File: config.mk
export PLATFORM = sky130hd
export DESIGN_NAME = seq_divider_flat
export DESIGN_NICKNAME = d
export VERILOG_FILES = /design/src/rtl/seq_divider_if.sv /design/src/rtl/seq_divider.sv /design/src/flat_wrapper.sv
export SDC_FILE = /design/constraint.sdc
export NUM_CORES = 1
export LEC_CHECK = 0
export BUFFER_PORTS_ARGS = -buffer_cell sky130_fd_sc_hd__buf_4
export CORE_ASPECT_RATIO = 2
export CORE_MARGIN = 4
export CORE_UTILIZATION = 37
export CTS_BUF_LIST = sky130_fd_sc_hd__clkbuf_16
export DETAILED_ROUTE_END_ITERATION = 12
export PLACE_DENSITY_LB_ADDON = 0.25
export SYNTH_ARGS = -nofsm -noshare
export SYNTH_HDL_FRONTEND = slang
export SYNTH_SLANG_ARGS = --single-unit
File: constraint.sdc
create_clock -name i_clk -period 1.7 [get_ports i_clk]
set_input_delay 0.085 -clock i_clk [delete_from_list [all_inputs] [get_ports i_clk]]
set_output_delay 0.085 -clock i_clk [all_outputs]
set_load 0.01 [all_outputs]
File: src/rtl/seq_divider_if.sv
// -----------------------------------------------------------------------------
// seq_divider_if
// Handshake and data bundle for the sequential divider.
//   start       : request, honoured only while ready is high
//   dividend    : N-bit unsigned operand, captured on the accepting edge
//   divisor     : M-bit unsigned operand, captured on the accepting edge
//   ready       : divider idle and able to accept start
//   busy        : division in progress
//   done        : one-cycle pulse, results valid from this cycle
//   quotient    : N-bit result, held until the next operation completes
//   remainder   : M-bit result, held until the next operation completes
//   div_by_zero : result came from a zero divisor
// master = requester, slave = divider.
// -----------------------------------------------------------------------------
interface seq_divider_if #(
   parameter int N = 8,
   parameter int M = 4
);
   logic         start;
   logic [N-1:0] dividend;
   logic [M-1:0] divisor;
   logic         ready;
   logic         busy;
   logic         done;
   logic [N-1:0] quotient;
   logic [M-1:0] remainder;
   logic         div_by_zero;

   modport master (
      output start, dividend, divisor,
      input  ready, busy, done, quotient, remainder, div_by_zero
   );

   modport slave (
      input  start, dividend, divisor,
      output ready, busy, done, quotient, remainder, div_by_zero
   );
endinterface

File: src/rtl/seq_divider.sv
// -----------------------------------------------------------------------------
// seq_divider
// Iterative restoring divider: N-bit unsigned dividend / M-bit unsigned
// divisor -> N-bit quotient and M-bit remainder, one quotient bit per clock.
// A zero divisor bypasses the iteration and completes in a single cycle with
// quotient = all ones, remainder = 0 and div_by_zero set.
// Ports:
//   i_clk   : clock, rising edge active
//   i_rst_n : asynchronous active-low reset
//   bus     : seq_divider_if.slave (start/ready/busy/done handshake + data)
// -----------------------------------------------------------------------------
module seq_divider #(
   parameter int N = 8,
   parameter int M = 4
) (
   input  logic          i_clk,
   input  logic          i_rst_n,
   seq_divider_if.slave  bus
);

   localparam int CW = $clog2(N);
   localparam int RW = M + 1;

   typedef enum logic [1:0] {
      S_IDLE = 2'd0,
      S_CALC = 2'd1,
      S_DONE = 2'd2
   } state_t;

   state_t          r_state;
   state_t          w_state_next;

   logic [N-1:0]    r_d;
   logic [M-1:0]    r_v;
   logic [RW-1:0]   r_r;
   logic [N-1:0]    r_q;
   logic [CW-1:0]   r_cnt;
   logic [N-1:0]    r_quot;
   logic [M-1:0]    r_rem;
   logic            r_dbz;

   logic [RW-1:0]   w_t;
   logic            w_ge;
   logic [RW-1:0]   w_r_next;
   logic [N-1:0]    w_q_next;
   logic            w_div_zero;
   logic            w_ready;
   logic            w_busy;
   logic            w_done;

   assign w_div_zero = (bus.divisor == {M{1'b0}});

   // One restoring step. R[M] is always 0 between steps, so truncating the
   // shifted value to M+1 bits equals {R[M-1:0], D[N-1]}.
   always_comb begin
      w_t      = RW'({r_r, r_d[N-1]});
      w_ge     = (w_t >= {1'b0, r_v});
      if (w_ge) begin
         w_r_next = w_t - {1'b0, r_v};
      end else begin
         w_r_next = w_t;
      end
      w_q_next = N'({r_q, w_ge});
   end

   // State register.
   always_ff @(posedge i_clk or negedge i_rst_n) begin
      if (!i_rst_n) begin
         r_state <= S_IDLE;
      end else begin
         r_state <= w_state_next;
      end
   end

   // Next-state decode.
   always_comb begin
      w_state_next = r_state;
      case (r_state)
         S_IDLE: begin
            if (bus.start) begin
               if (w_div_zero) begin
                  w_state_next = S_DONE;
               end else begin
                  w_state_next = S_CALC;
               end
            end else begin
               w_state_next = S_IDLE;
            end
         end
         S_CALC: begin
            if (r_cnt == {CW{1'b0}}) begin
               w_state_next = S_DONE;
            end else begin
               w_state_next = S_CALC;
            end
         end
         S_DONE:  w_state_next = S_IDLE;
         default: w_state_next = S_IDLE;
      endcase
   end

   // Handshake outputs, decoded from the state register.
   always_comb begin
      w_ready = 1'b0;
      w_busy  = 1'b0;
      w_done  = 1'b0;
      case (r_state)
         S_IDLE:  w_ready = 1'b1;
         S_CALC:  w_busy  = 1'b1;
         S_DONE:  w_done  = 1'b1;
         default: w_ready = 1'b0;
      endcase
   end

   // Datapath: operand capture, iteration and result registers.
   always_ff @(posedge i_clk or negedge i_rst_n) begin
      if (!i_rst_n) begin
         r_d    <= {N{1'b0}};
         r_v    <= {M{1'b0}};
         r_r    <= {RW{1'b0}};
         r_q    <= {N{1'b0}};
         r_cnt  <= {CW{1'b0}};
         r_quot <= {N{1'b0}};
         r_rem  <= {M{1'b0}};
         r_dbz  <= 1'b0;
      end else begin
         case (r_state)
            S_IDLE: begin
               if (bus.start) begin
                  if (w_div_zero) begin
                     r_quot <= {N{1'b1}};
                     r_rem  <= {M{1'b0}};
                     r_dbz  <= 1'b1;
                  end else begin
                     r_d   <= bus.dividend;
                     r_v   <= bus.divisor;
                     r_r   <= {RW{1'b0}};
                     r_q   <= {N{1'b0}};
                     r_cnt <= CW'(N - 1);
                  end
               end else begin
                  r_d <= r_d;
               end
            end
            S_CALC: begin
               r_d <= N'({r_d, 1'b0});
               r_r <= w_r_next;
               r_q <= w_q_next;
               if (r_cnt == {CW{1'b0}}) begin
                  r_quot <= w_q_next;
                  r_rem  <= w_r_next[M-1:0];
                  r_dbz  <= 1'b0;
               end else begin
                  r_cnt <= r_cnt - CW'(1);
               end
            end
            default: begin
               r_d <= r_d;
            end
         endcase
      end
   end

   assign bus.ready       = w_ready;
   assign bus.busy        = w_busy;
   assign bus.done        = w_done;
   assign bus.quotient    = r_quot;
   assign bus.remainder   = r_rem;
   assign bus.div_by_zero = r_dbz;

endmodule
File: src/flat_wrapper.sv
// flat-port wrapper written by rule: the top's interface ports become plain ports
module seq_divider_flat 
#(
   parameter int N = 8,
   parameter int M = 4
)
  (i_clk, i_rst_n, bus_start, bus_dividend, bus_divisor, bus_ready, bus_busy, bus_done, bus_quotient, bus_remainder, bus_div_by_zero);
  seq_divider_if #(.N(N), .M(M)) bus_i ();
  input  logic i_clk;
  input  logic i_rst_n;
  input wire logic [$bits(bus_i.start)-1:0] bus_start;
  input wire logic [$bits(bus_i.dividend)-1:0] bus_dividend;
  input wire logic [$bits(bus_i.divisor)-1:0] bus_divisor;
  output wire logic [$bits(bus_i.ready)-1:0] bus_ready;
  output wire logic [$bits(bus_i.busy)-1:0] bus_busy;
  output wire logic [$bits(bus_i.done)-1:0] bus_done;
  output wire logic [$bits(bus_i.quotient)-1:0] bus_quotient;
  output wire logic [$bits(bus_i.remainder)-1:0] bus_remainder;
  output wire logic [$bits(bus_i.div_by_zero)-1:0] bus_div_by_zero;
  assign bus_i.start = bus_start;
  assign bus_i.dividend = bus_dividend;
  assign bus_i.divisor = bus_divisor;
  assign bus_ready = bus_i.ready;
  assign bus_busy = bus_i.busy;
  assign bus_done = bus_i.done;
  assign bus_quotient = bus_i.quotient;
  assign bus_remainder = bus_i.remainder;
  assign bus_div_by_zero = bus_i.div_by_zero;
  seq_divider #(.N(N), .M(M)) u_core (.i_clk(i_clk), .i_rst_n(i_rst_n), .bus(bus_i));
endmodule
==> Word-level counts from Yosys, hierarchy flattened <==
Cells that the tools add are included.
{ "word_totals": {"reg_bits": 41, "wordCells": 61} }
{ "op_classes": {"n_addsub": 2, "order_cmp": 1, "eq_ne": 7, "mux": 33, "n_bitwise": 1, "n_reduce_logical": 8} }
{ "op_table": {"columns": ["cell", "n"], "rows": [
  ["2-to-1 mux 8 bit", 5],
  ["case mux 8 bit (2 select lines)", 2],
  ["2-to-1 mux 4 bit", 6],
  ["case mux 4 bit (2 select lines)", 2],
  ["2-to-1 mux 7 bit", 2],
  ["case mux 7 bit (2 select lines)", 1],
  ["2-to-1 mux 3 bit", 3],
  ["AND reduction 4 bit", 2],
  ["2-to-1 mux 1 bit", 6],
  ["2-to-1 mux 2 bit", 3],
  ["!= test 2 bit (second input constant)", 3],
  ["case mux 3 bit (2 select lines)", 1],
  ["AND reduction 3 bit", 2],
  [">= comparator 5 x 4 -> 1 bit", 1],
  ["zero test 4 bit", 1],
  ["!= test 2 x 1 -> 1 bit (second input constant)", 2],
  ["case mux 2 bit (2 select lines)", 1],
  ["subtractor 4 bit", 1],
  ["zero test 3 bit", 1],
  ["subtractor 3 x 1 -> 3 bit (second input constant)", 1],
  ["equality test 2 x 1 -> 1 bit (second input constant)", 1],
  ["equality test 2 bit (second input constant)", 1],
  ["zero test 2 bit", 1],
  ["case mux 1 bit (2 select lines)", 1],
  ["2 further kinds", 2]
]} }

==> Depth between registers and ports, before layout <==
Gate-level depths: netlist (run 1).
{ "logic_depth": {"word_depth": 4, "ltp_mapped": 8} }

==> Worst setup path after synthesis (run 1) <==
No wires, ideal clock.
{ "synth_timing": {"path_kind": "reg2reg", "start": "register u_core.r_r[1]", "end": "register u_core.r_r[0]", "setup_time_ns": 0.121, "arrival_time_ns": 1.589, "required_ns": 1.579, "slack_ns": -0.010, "path_stages_with_launch": 7, "n_path_buf": 0, "synth_period_minus_slack_ns": 1.710, "path_cell_list": "dfrtp_1 ha_1 a21oi_4 o21ai_2 a21boi_4 mux2i_1 a22o_1"} }
{ "synth_between": {"elab_chain_len": 3} }
{ "synth_lines": {"columns": ["element", "line", "text"], "rows": [
  ["start: declaration", "seq_divider.sv:35", "logic [RW-1:0] r_r;"],
  ["start signal: assignment", "seq_divider.sv:120", "r_r <= {RW{1'b0}};"],
  ["start signal: assignment", "seq_divider.sv:137", "r_r <= {RW{1'b0}};"],
  ["start signal: assignment", "seq_divider.sv:147", "r_r <= w_r_next;"],
  [">= comparator 5 x 4 -> 1 bit", "seq_divider.sv:57", "w_ge = (w_t >= {1'b0, r_v});"],
  ["2-to-1 mux 4 bit", "seq_divider.sv:58", "if (w_ge) begin"],
  ["case mux 4 bit (2 select lines)", "seq_divider.sv:127", "case (r_state)"]
]} }
Every way passes these cells.
A chain may end at the register's enable or synchronous reset.

==> Worst setup path after layout (run 1) <==
{ "layout_timing": {"start": "register u_core.r_r[1]", "end": "register u_core.r_r[1]"} }
The elaborated chain is that of the path after synthesis.

==> results of run 1 <==
==> kinds of logic (layout without fill, tap and decap cells) <==
family,Yosys count,count (layout),share of synthesized area (%)
AO/OA/AOI/OAI,43,43,17.0
XOR/XNOR,1,1,0.462
adder cells (fa/ha/maj),7,7,5.02
buffers and inverters,16,66,3.70
flip-flops,41,41,54.2
multiplexers,12,12,6.41
AND/OR/NAND/NOR,51,51,13.3
==> synthesized netlist by cell type (2+ instances only) <==
library cell,number,area (µm²)
nor2b_1,2,12.5
nand2_1,28,105
o22a_1,7,61.3
mux2i_1,11,110
nor2_1,9,33.8
inv_1,8,30.0
buf_2,5,25.0
nand2b_1,2,12.5
a22o_1,10,87.6
dfrtp_1,41,1030
o21ai_0,15,75.1
ha_1,6,75.1
a21oi_1,3,15.0
==> path summary, 6_finish.rpt <==
| path | endpoint | cells past startpoint |
|---|---|---|
| setup / recovery | u_core.r_r[1] | 6 |
| hold / removal | u_core.r_v[3] | 2 |
| setup reg to reg | u_core.r_r[1] | 6 |
| hold reg to reg | u_core.bus.quotient[4] | 1 |
| max in group asynchronous | u_core.r_cnt[0] | 2 |
| min in group asynchronous | u_core.bus.quotient[3] | 2 |
==> flip-flops by register name, summed over array words and instances (netlist names) <==
name,flops
u_core.bus.div_by_zero,1
u_core.bus.quotient,8
u_core.bus.remainder,4
u_core.r_cnt,3
u_core.r_d,8
u_core.r_q,7
u_core.r_r,4
u_core.r_state,2
u_core.r_v,4
==> report_power, final <==
group	internal, mW	total [mW]	switching, mW
sequential	1.44	1.73	0.289
combinational	1.38	2.70	1.32
clock	0.694	1.08	0.387
total	3.51	5.51	2.00
==> timing repair <==
item | in CTS | in global routing
buffers inserted | 1 | 4
pin swaps | 3 | 4
hold buffers | 1 | 0
endpoints found under the setup margin | 2 | 9
hold endpoints to repair | 41 | 0
gates resized for setup | 4 | 6
==> per-layer routing <==
layer  wire length [µm]  up-vias
met1               1670      697
met3                110        6
met5                  0        -
li1                   -      694
met2               2460       26
met4                 51        0
==> worst max-delay path, cell delays in order, from the launching register on <==
cell and delay [ns]:
dfrtp_1 0.41, ha_4 0.27, a21oi_4 0.18, o21ai_4 0.10
a21boi_4 0.22, mux2i_1 0.27, a22o_1 0.19
==> metrics by stage <==
step | instance area, µm² | power (mW) | setup TNS, ns | util [%]
6_report | 2510 | 5.51 | -0.00787 | 51.2
5_1_grt | 2510 | 5.94 | -0.204 | 51.2
4_1_cts | 2470 | 5.37 | 0 | 50.2
3_5_place_dp | 2260 | 4.17 | -0.0458 | 46.1
3_3_place_gp | 2260 | 4.13 | -0.0264 | 46.1
2_1_floorplan | 1910 | 3.29 | 0 | -
==> final cells by class <==
type                    instances  area (µm²)  share of cell area, %
clock buffers                   5         125                   4.98
clock inverters                 3        46.3                   1.84
inverters                       9        33.8                   1.34
multi-input cells             114         840                   33.4
flip-flops and latches         41        1030                   40.8
well taps                      57        71.3                   2.84
repair buffers                 49         370                   14.7
==> layout by cell type, fill, tap and decap left out, types with 2 or more instances in the layout <==
master     Yosys  routed
buf_4          1      48
dfrtp_1       41      41
nand2_1       28      28
o21ai_0       15      13
mux2i_1       11      10
a22o_1        10      10
nor2_1         9       9
o22a_1         7       7
inv_1          8       6
clkbuf_16      0       5
ha_1           6       4
inv_2          1       3
a21oi_1        3       3
nand2b_1       2       2
o21ai_1        0       2
==> impl_metrics.json, run 1 <==
{
  "dp_hpwl_um": 3150,
  "grt_max_degree": 42,
  "cp-startpoint": "u_core.r_r[1]",
  "start_kind": "flop",
  "routed_wl_um": 4300,
  "grt_pass1_vias": 1472,
  "clk_pin_slew_worst_paths_ns": 0.06,
  "die-width_um": 58.6,
  "drc": 0,
  "io_pins": 31,
  "first_pass_iters": 4,
  "cts_buffers": 5,
  "fin_crit_ns": 1.71,
  "drt_iter0_markers": 16,
  "hp-class": "in -> reg",
  "viasPerCell": 5.12,
  "synthArstFlopShare_pct": 100,
  "antenna_found_initial": 0,
  "met3_usage_pct": 3.20,
  "synth_edf_count": 0,
  "fillers": 466,
  "r2r_start": "u_core.r_r[1]",
  "finalSetupViolCount": 1,
  "place.gp.congestion": 0.757,
  "antennaDiodeCount": 0,
  "finalClockSkew_ns": 0.00618,
  "wl_per_cell_um": 15.5,
  "dp_cells": 264,
  "worst_pin_slew_ns": 0.513,
  "die_height_um": 109,
  "clk_root_buffer_cell": "clkbuf_16",
  "synth_seq_cells": 41,
  "critical_path.max_fanout": 4,
  "place_ws_ns": -0.0342,
  "use_met1_pct": 17.0,
  "syn_inst": 171,
  "ys_types": 37,
  "relSlewSlack_pct": 65.8,
  "crit_required_ns": 1.91,
  "cts_max_level": 2,
  "synthFlopType": "dfrtp_1",
  "nets": 242,
  "max_freq_mhz": 586,
  "grt-ovfl-total": 0,
  "ys_warn_count": 0,
  "crit_type": "reg -> reg",
  "start_util_pct": 38.6,
  "insertion_delay_ns": 0.28,
  "max_cap_viol_count": 0,
  "seq_area_frac_synth_pct": 54.2,
  "hold_start": "bus_divisor[3]",
  "rsz0062_at_grt": "yes",
  "layout-drive-gt1-share_pct": 32.1,
  "fin_ws_ns": -0.00787,
  "fin_crit_sh_pct": 100,
  "hold_viol": 0,
  "portBuffers": 30,
  "violations": "setup timing",
  "vias": 1423,
  "power.density_nw_per_um2": 2190,
  "met2_usage_pct": 27.0,
  "core_um2": 4910,
  "clk_path_buf_depth": 2,
  "layoutNonFillerInstCount": 278,
  "status": "complete, but fails checks",
  "ant_nets": 0,
  "avgSynthCellArea_um2": 11.1,
  "cts.sinks": 41,
  "r2r_setup_slack_ns": -0.008,
  "critPathCaptureType": "flop",
  "core.rowCount": 36,
  "p_leak_nw": 1.19,
  "synth_area_um2": 1890,
  "gr-usage-all-layers_pct": 15.2,
  "worstPathArrival_ns": 1.92,
  "cts_tree": "built",
  "grt-busiest-layer": "met2",
  "grt_first_pass_wirelength_um": 7270,
  "synth_fp_nets": 193,
  "peakVddDrop_mv": 1.14,
  "finalMaxSlewViolations": 0,
  "hold_ws_ns": 0.0527,
  "area_growth_pct": 32.6,
  "die_area_um2": 6400
}
No activity file was read; power rests on OpenSTA's default activity.
==> run 2, diff against run 1 <==
==> constraint.sdc (replaced) <==
create_clock -name i_clk -period 1.4 [get_ports i_clk]
set_input_delay 0.07 -clock i_clk [delete_from_list [all_inputs] [get_ports i_clk]]
set_output_delay 0.07 -clock i_clk [all_outputs]
set_load 0.005 [all_outputs]
==> impl_metrics.json, run 2 (synthesis results as in run 1) <==
{
  "io_pins": 31,
  "crit_type": "reg -> reg",
  "wl_met1_um": 1630,
  "die_height_um": 109,
  "grt-ovfl-total": 0,
  "place.gp.congestion": 0.754,
  "grt_first_pass_wirelength_um": 7410,
  "cts_max_level": 2,
  "critical-path-top-delay-family": "compound AO/OA/AOI/OAI gates",
  "antenna_found_initial": 0,
  "die_area_um2": 6400,
  "fin_ws_ns": -0.290,
  "routed_wl_um": 4460,
  "core.rowCount": 36,
  "place_ws_ns": -0.324,
  "finalMaxSlewViolations": 0,
  "clk_pin_slew_worst_paths_ns": 0.06,
  "dp_hpwl_um": 3110,
  "p_leak_nw": 1.32,
  "r2r_setup_slack_ns": -0.29,
  "dpl-instance-area_um2": 2400,
  "cp_cell_sequence": "inv_2 -> ha_4 -> a21oi_4 -> o21ai_4 -> a21boi_4 -> mux2i_2 -> a22o_1",
  "worstPathArrival_ns": 1.92,
  "antennaDiodeCount": 0,
  "grt_pass1_vias": 1598,
  "finalClockSkew_ns": 0.00561,
  "clk_root_buffer_cell": "clkbuf_16",
  "drc": 0,
  "nets": 262,
  "rsz0062_at_grt": "yes",
  "cts_tree": "built",
  "crit_slowest_cell": "dfrtp_1",
  "hold_start": "bus_dividend[0]",
  "die-width_um": 58.6,
  "fin_crit_ns": 1.69,
  "cts_buffers": 5,
  "wl_per_cell_um": 15.0,
  "crit_required_ns": 1.63,
  "fillers": 454,
  "ant_nets": 0,
  "critical_path.max_fanout": 4,
  "first_pass_iters": 4,
  "layout-drive-gt1-share_pct": 42.7,
  "mostFrequentLayoutCells": "buf_4, dfrtp_1, nand2_1",
  "dp_cells": 281,
  "max_cap_viol_count": 0,
  "reg2reg_depth": 7,
  "peakVddDrop_mv": 1.40,
  "start_util_pct": 38.6,
  "grt_max_degree": 42,
  "relSlewSlack_pct": 65.7,
  "r2r_end": "u_core.r_r[1]",
  "violations": "setup timing",
  "worst_path_largest_cell_delay_ns": 0.39,
  "gr-usage-all-layers_pct": 15.4,
  "portBuffers": 30,
  "worst_pin_slew_ns": 0.514,
  "cts.sinks": 41,
  "critPathCaptureType": "flop",
  "insertion_delay_ns": 0.29,
  "layout.cells.most_common": "buf_4",
  "clk_path_buf_depth": 2,
  "finalSetupViolCount": 10,
  "tns_ns": -2.44,
  "core_um2": 4910,
  "highest_layer": "met4",
  "viasPerCell": 5.10,
  "area_growth_pct": 46.4,
  "start_kind": "flop",
  "power.density_nw_per_um2": 2630,
  "critPathBufInv": 1,
  "hold_viol": 0,
  "wl_met3_um": 140,
  "vias": 1521,
  "status": "complete, but fails checks",
  "layoutNonFillerInstCount": 298,
  "hold_ws_ns": 0.0403,
  "drt_iter0_markers": 22,
  "holdPathStages": 3,
  "dr_wl_met2_um": 2560,
  "hp-class": "in -> reg",
  "max_freq_mhz": 592,
  "design_area_um2": 2770,
  "r2r_start": "u_core.r_v[2]",
  "hold_end": "u_core.r_d[0]",
  "fin_crit_sh_pct": 121
}
run 2: changes by cell type in the layout (fill, tap and decap cells not counted), sizes merged:
| cell | change |
|---|---|
| bufinv | +1 |
| buf | +20 |
| clkinvlp | -1 |
| inv | +1 |
| clkinv | -1 |
run 2: worst register-to-register path, stage by stage, from the launching register on:
cell and delay [ns]:
dfrtp_1 0.39, inv_2 0.08, ha_4 0.22, a21oi_4 0.16, o21ai_4 0.10, a21boi_4 0.23, mux2i_2 0.31, a22o_1 0.16
run 2: area by class of cell:
cell class	instances	area, µm²	area share (%)
clock buffer	5	125	4.51
timing repair buffer	69	539	19.4
tap	57	71.3	2.57
multi-input combinational	114	905	32.6
clock inverter	3	68.8	2.48
sequential	41	1030	37.0
inverter	9	38.8	1.40
run 2: per-stage QoR:
stage / util (%) / total power [mW]
3_5_place_dp: 48.8 / 5.26
2_1_floorplan: - / 3.93
4_1_cts: 54.9 / 7.10
3_3_place_gp: 48.8 / 5.22
6_report: 56.5 / 7.28
5_1_grt: 56.5 / 7.85
run 2: timing repair:
item | in CTS | in global routing
hold buffers | 1 | 0
endpoints found under the setup margin | 21 | 28
setup buffers | 6 | 2
hold endpoints to repair | 41 | 0
gates resized for setup | 14 | 12
pin swaps | 6 | 13
run 2: worst max path at each step:
stage	to	cells after the start	from	slack, ns
2_1_floorplan	u_core.r_r[0]	7	u_core.r_v[2]	-0.14
3_3_place_gp	u_core.bus.remainder[1]	7	u_core.r_v[2]	-0.30
3_5_place_dp	u_core.bus.remainder[1]	7	u_core.r_v[2]	-0.32
4_1_cts	u_core.bus.remainder[1]	7	u_core.r_v[2]	-0.29
5_1_grt	u_core.r_r[3]	8	u_core.r_v[2]	-0.38
6_report	u_core.r_r[1]	7	u_core.r_v[2]	-0.29
run 2: power by group:
group | total (mW) | switching (mW) | internal [mW]
combinational | 3.67 | 1.63 | 2.04
clock | 1.51 | 0.479 | 1.03
sequential | 2.11 | 0.360 | 1.75
total | 7.28 | 2.47 | 4.81
run 2: layer usage:
metal  track usage, %  vias up
li1                 -      736
met1             16.3      748
met2             28.7       29
met3             3.08        8
met4             6.16        0
met5                0        -
==> run 3, diff against run 2 <==
Settings changed: CORE_ASPECT_RATIO 2 to 0.9.
==> impl_metrics.json, run 3 (synthesis results as in run 1) <==
{
  "worst_pin_slew_ns": 0.514,
  "first_pass_iters": 4,
  "clk_pin_slew_worst_paths_ns": 0.06,
  "cts_tree": "built",
  "critical_path.max_fanout": 5,
  "critPathCaptureType": "flop",
  "layoutNonFillerInstCount": 300,
  "viasPerCell": 4.91,
  "p_seq_share_pct": 28.5,
  "hp-class": "in -> reg",
  "cp_cell_sequence": "ha_4 -> a21oi_4 -> o21ai_4 -> a21boi_4 -> mux2i_1 -> a22o_1",
  "start_kind": "flop",
  "fin_crit_ns": 1.72,
  "finalMaxSlewViolations": 0,
  "routed_wl_um": 4220,
  "status": "complete, but fails checks",
  "fin_ws_ns": -0.319,
  "critPathBufInv": 0,
  "hold_ws_ns": 0.0400,
  "max_freq_mhz": 582,
  "dp_cells": 285,
  "start_util_pct": 38.7,
  "highest_layer": "met4",
  "grt_max_degree": 42,
  "hold_viol": 0,
  "drc": 0,
  "ant_nets": 0,
  "die_area_um2": 6330,
  "die_height_um": 75.9,
  "nets": 256,
  "p_leak_nw": 1.30,
  "finalSetupViolCount": 10,
  "io_pins": 31,
  "max_cap_viol_count": 0,
  "relSlewSlack_pct": 65.7,
  "clk_path_buf_depth": 2,
  "peakVddDrop_mv": 1.10,
  "core.rowCount": 24,
  "antennaDiodeCount": 0,
  "critical-path-top-delay-family": "compound AO/OA/AOI/OAI gates",
  "dr_wl_met2_um": 2030,
  "grt_first_pass_wirelength_um": 7210,
  "pwr-share-comb_pct": 51.7,
  "worstPathArrival_ns": 1.94,
  "gr-usage-all-layers_pct": 14.5,
  "fillers": 417,
  "crit_slowest_cell": "dfrtp_1",
  "insertion_delay_ns": 0.28,
  "p_sw_mw": 2.51,
  "grt-ovfl-total": 0,
  "layout.cells.most_common": "buf_4",
  "crit_required_ns": 1.62,
  "wl_met3_um": 178,
  "core_um2": 4890,
  "area_growth_pct": 45.0,
  "cts_buffers": 5,
  "vias": 1473,
  "cts.sinks": 41,
  "drt_iter0_markers": 102,
  "p_total_mw": 7.42,
  "grt_pass1_vias": 1522,
  "fin_crit_sh_pct": 123,
  "p_int_mw": 4.91,
  "swShare_pct": 33.8,
  "layout-drive-gt1-share_pct": 41.7,
  "finalClockSkew_ns": 0.00649,
  "worst_path_largest_cell_delay_ns": 0.42,
  "clk_root_buffer_cell": "clkbuf_16",
  "portBuffers": 30,
  "violations": "setup timing",
  "wl_per_cell_um": 14.1,
  "wl_met1_um": 1990,
  "dp_hpwl_um": 2900,
  "clkPwrFrac_pct": 19.8,
  "crit_type": "reg -> reg",
  "mostFrequentLayoutCells": "buf_4, dfrtp_1, nand2_1",
  "place.gp.congestion": 0.811,
  "power.density_nw_per_um2": 2700,
  "antenna_found_initial": 0,
  "cts_max_level": 2,
  "rsz0062_at_grt": "yes",
  "die-width_um": 83.4
}
run 3: area by class of cell:
type	count	area, µm²	share of cell area (%)
Clock inverter	3	65.1	2.37
Clock buffer	5	125	4.55
Tap cell	65	81.3	2.96
Inverter	9	36.3	1.32
Timing Repair Buffer	63	514	18.7
Sequential cell	41	1030	37.3
Multi-Input combinational cell	114	900	32.7
run 3: power by group through the flow:
stage	combinational (mW)	sequential (mW)	clock, mW
after floorplan	1.88	2.05	0
after global placement	3.05	2.09	0
after detailed placement	3.10	2.10	0
after CTS	3.50	2.10	1.50
after global routing	4.21	2.19	1.55
final	3.84	2.11	1.47
run 3: timing repair:
item,in CTS,in global routing
setup endpoints to repair,18,35
pin swaps,5,4
hold buffers,1,0
resized for setup,9,22
buffers inserted,6,4
endpoints found under the hold margin,41,0
run 3: worst min-delay path: cells and delay by family:
| family | cells | cell delay, ns |
|---|---|---|
| and+or+nand+nor | 1 | 0.08 |
| muxes | 1 | 0.06 |
| buffers and inverters | 1 | 0.08 |
run 3: metrics by stage:
| stage | cell area [µm²] | TNS (ns) | util, % | worst slack [ns] |
|---|---|---|---|---|
| after floorplan | 1910 | -0.994 | - | -0.139 |
| after global placement | 2380 | -1.75 | 48.5 | -0.208 |
| after detailed placement | 2380 | -2.37 | 48.5 | -0.278 |
| after CTS | 2650 | -2.90 | 54.2 | -0.304 |
| after global routing | 2750 | -3.52 | 56.1 | -0.391 |
| final | 2750 | -2.71 | 56.1 | -0.319 |
run 3: routing by layer:
layer  global-route usage [%]  vias up
li1                         -      727
met1                     18.8      720
met2                     24.3       22
met3                     4.22        4
met4                     4.29        0
met5                        0        -
run 3: worst paths after layout:
check / slack [ns] / cells after the start / startpoint / end
max: -0.32 / 6 / u_core.r_r[1] / u_core.r_r[0]
min: 0.04 / 3 / bus_dividend[0] / u_core.r_d[0]
max reg2reg: -0.32 / 6 / u_core.r_r[1] / u_core.r_r[0]
min reg2reg: 0.47 / 2 / u_core.r_d[1] / u_core.r_d[2]
max in group asynchronous: 0.74 / 2 / i_rst_n / u_core.r_v[2]
min in group asynchronous: 0.30 / 2 / i_rst_n / u_core.bus.quotient[3]
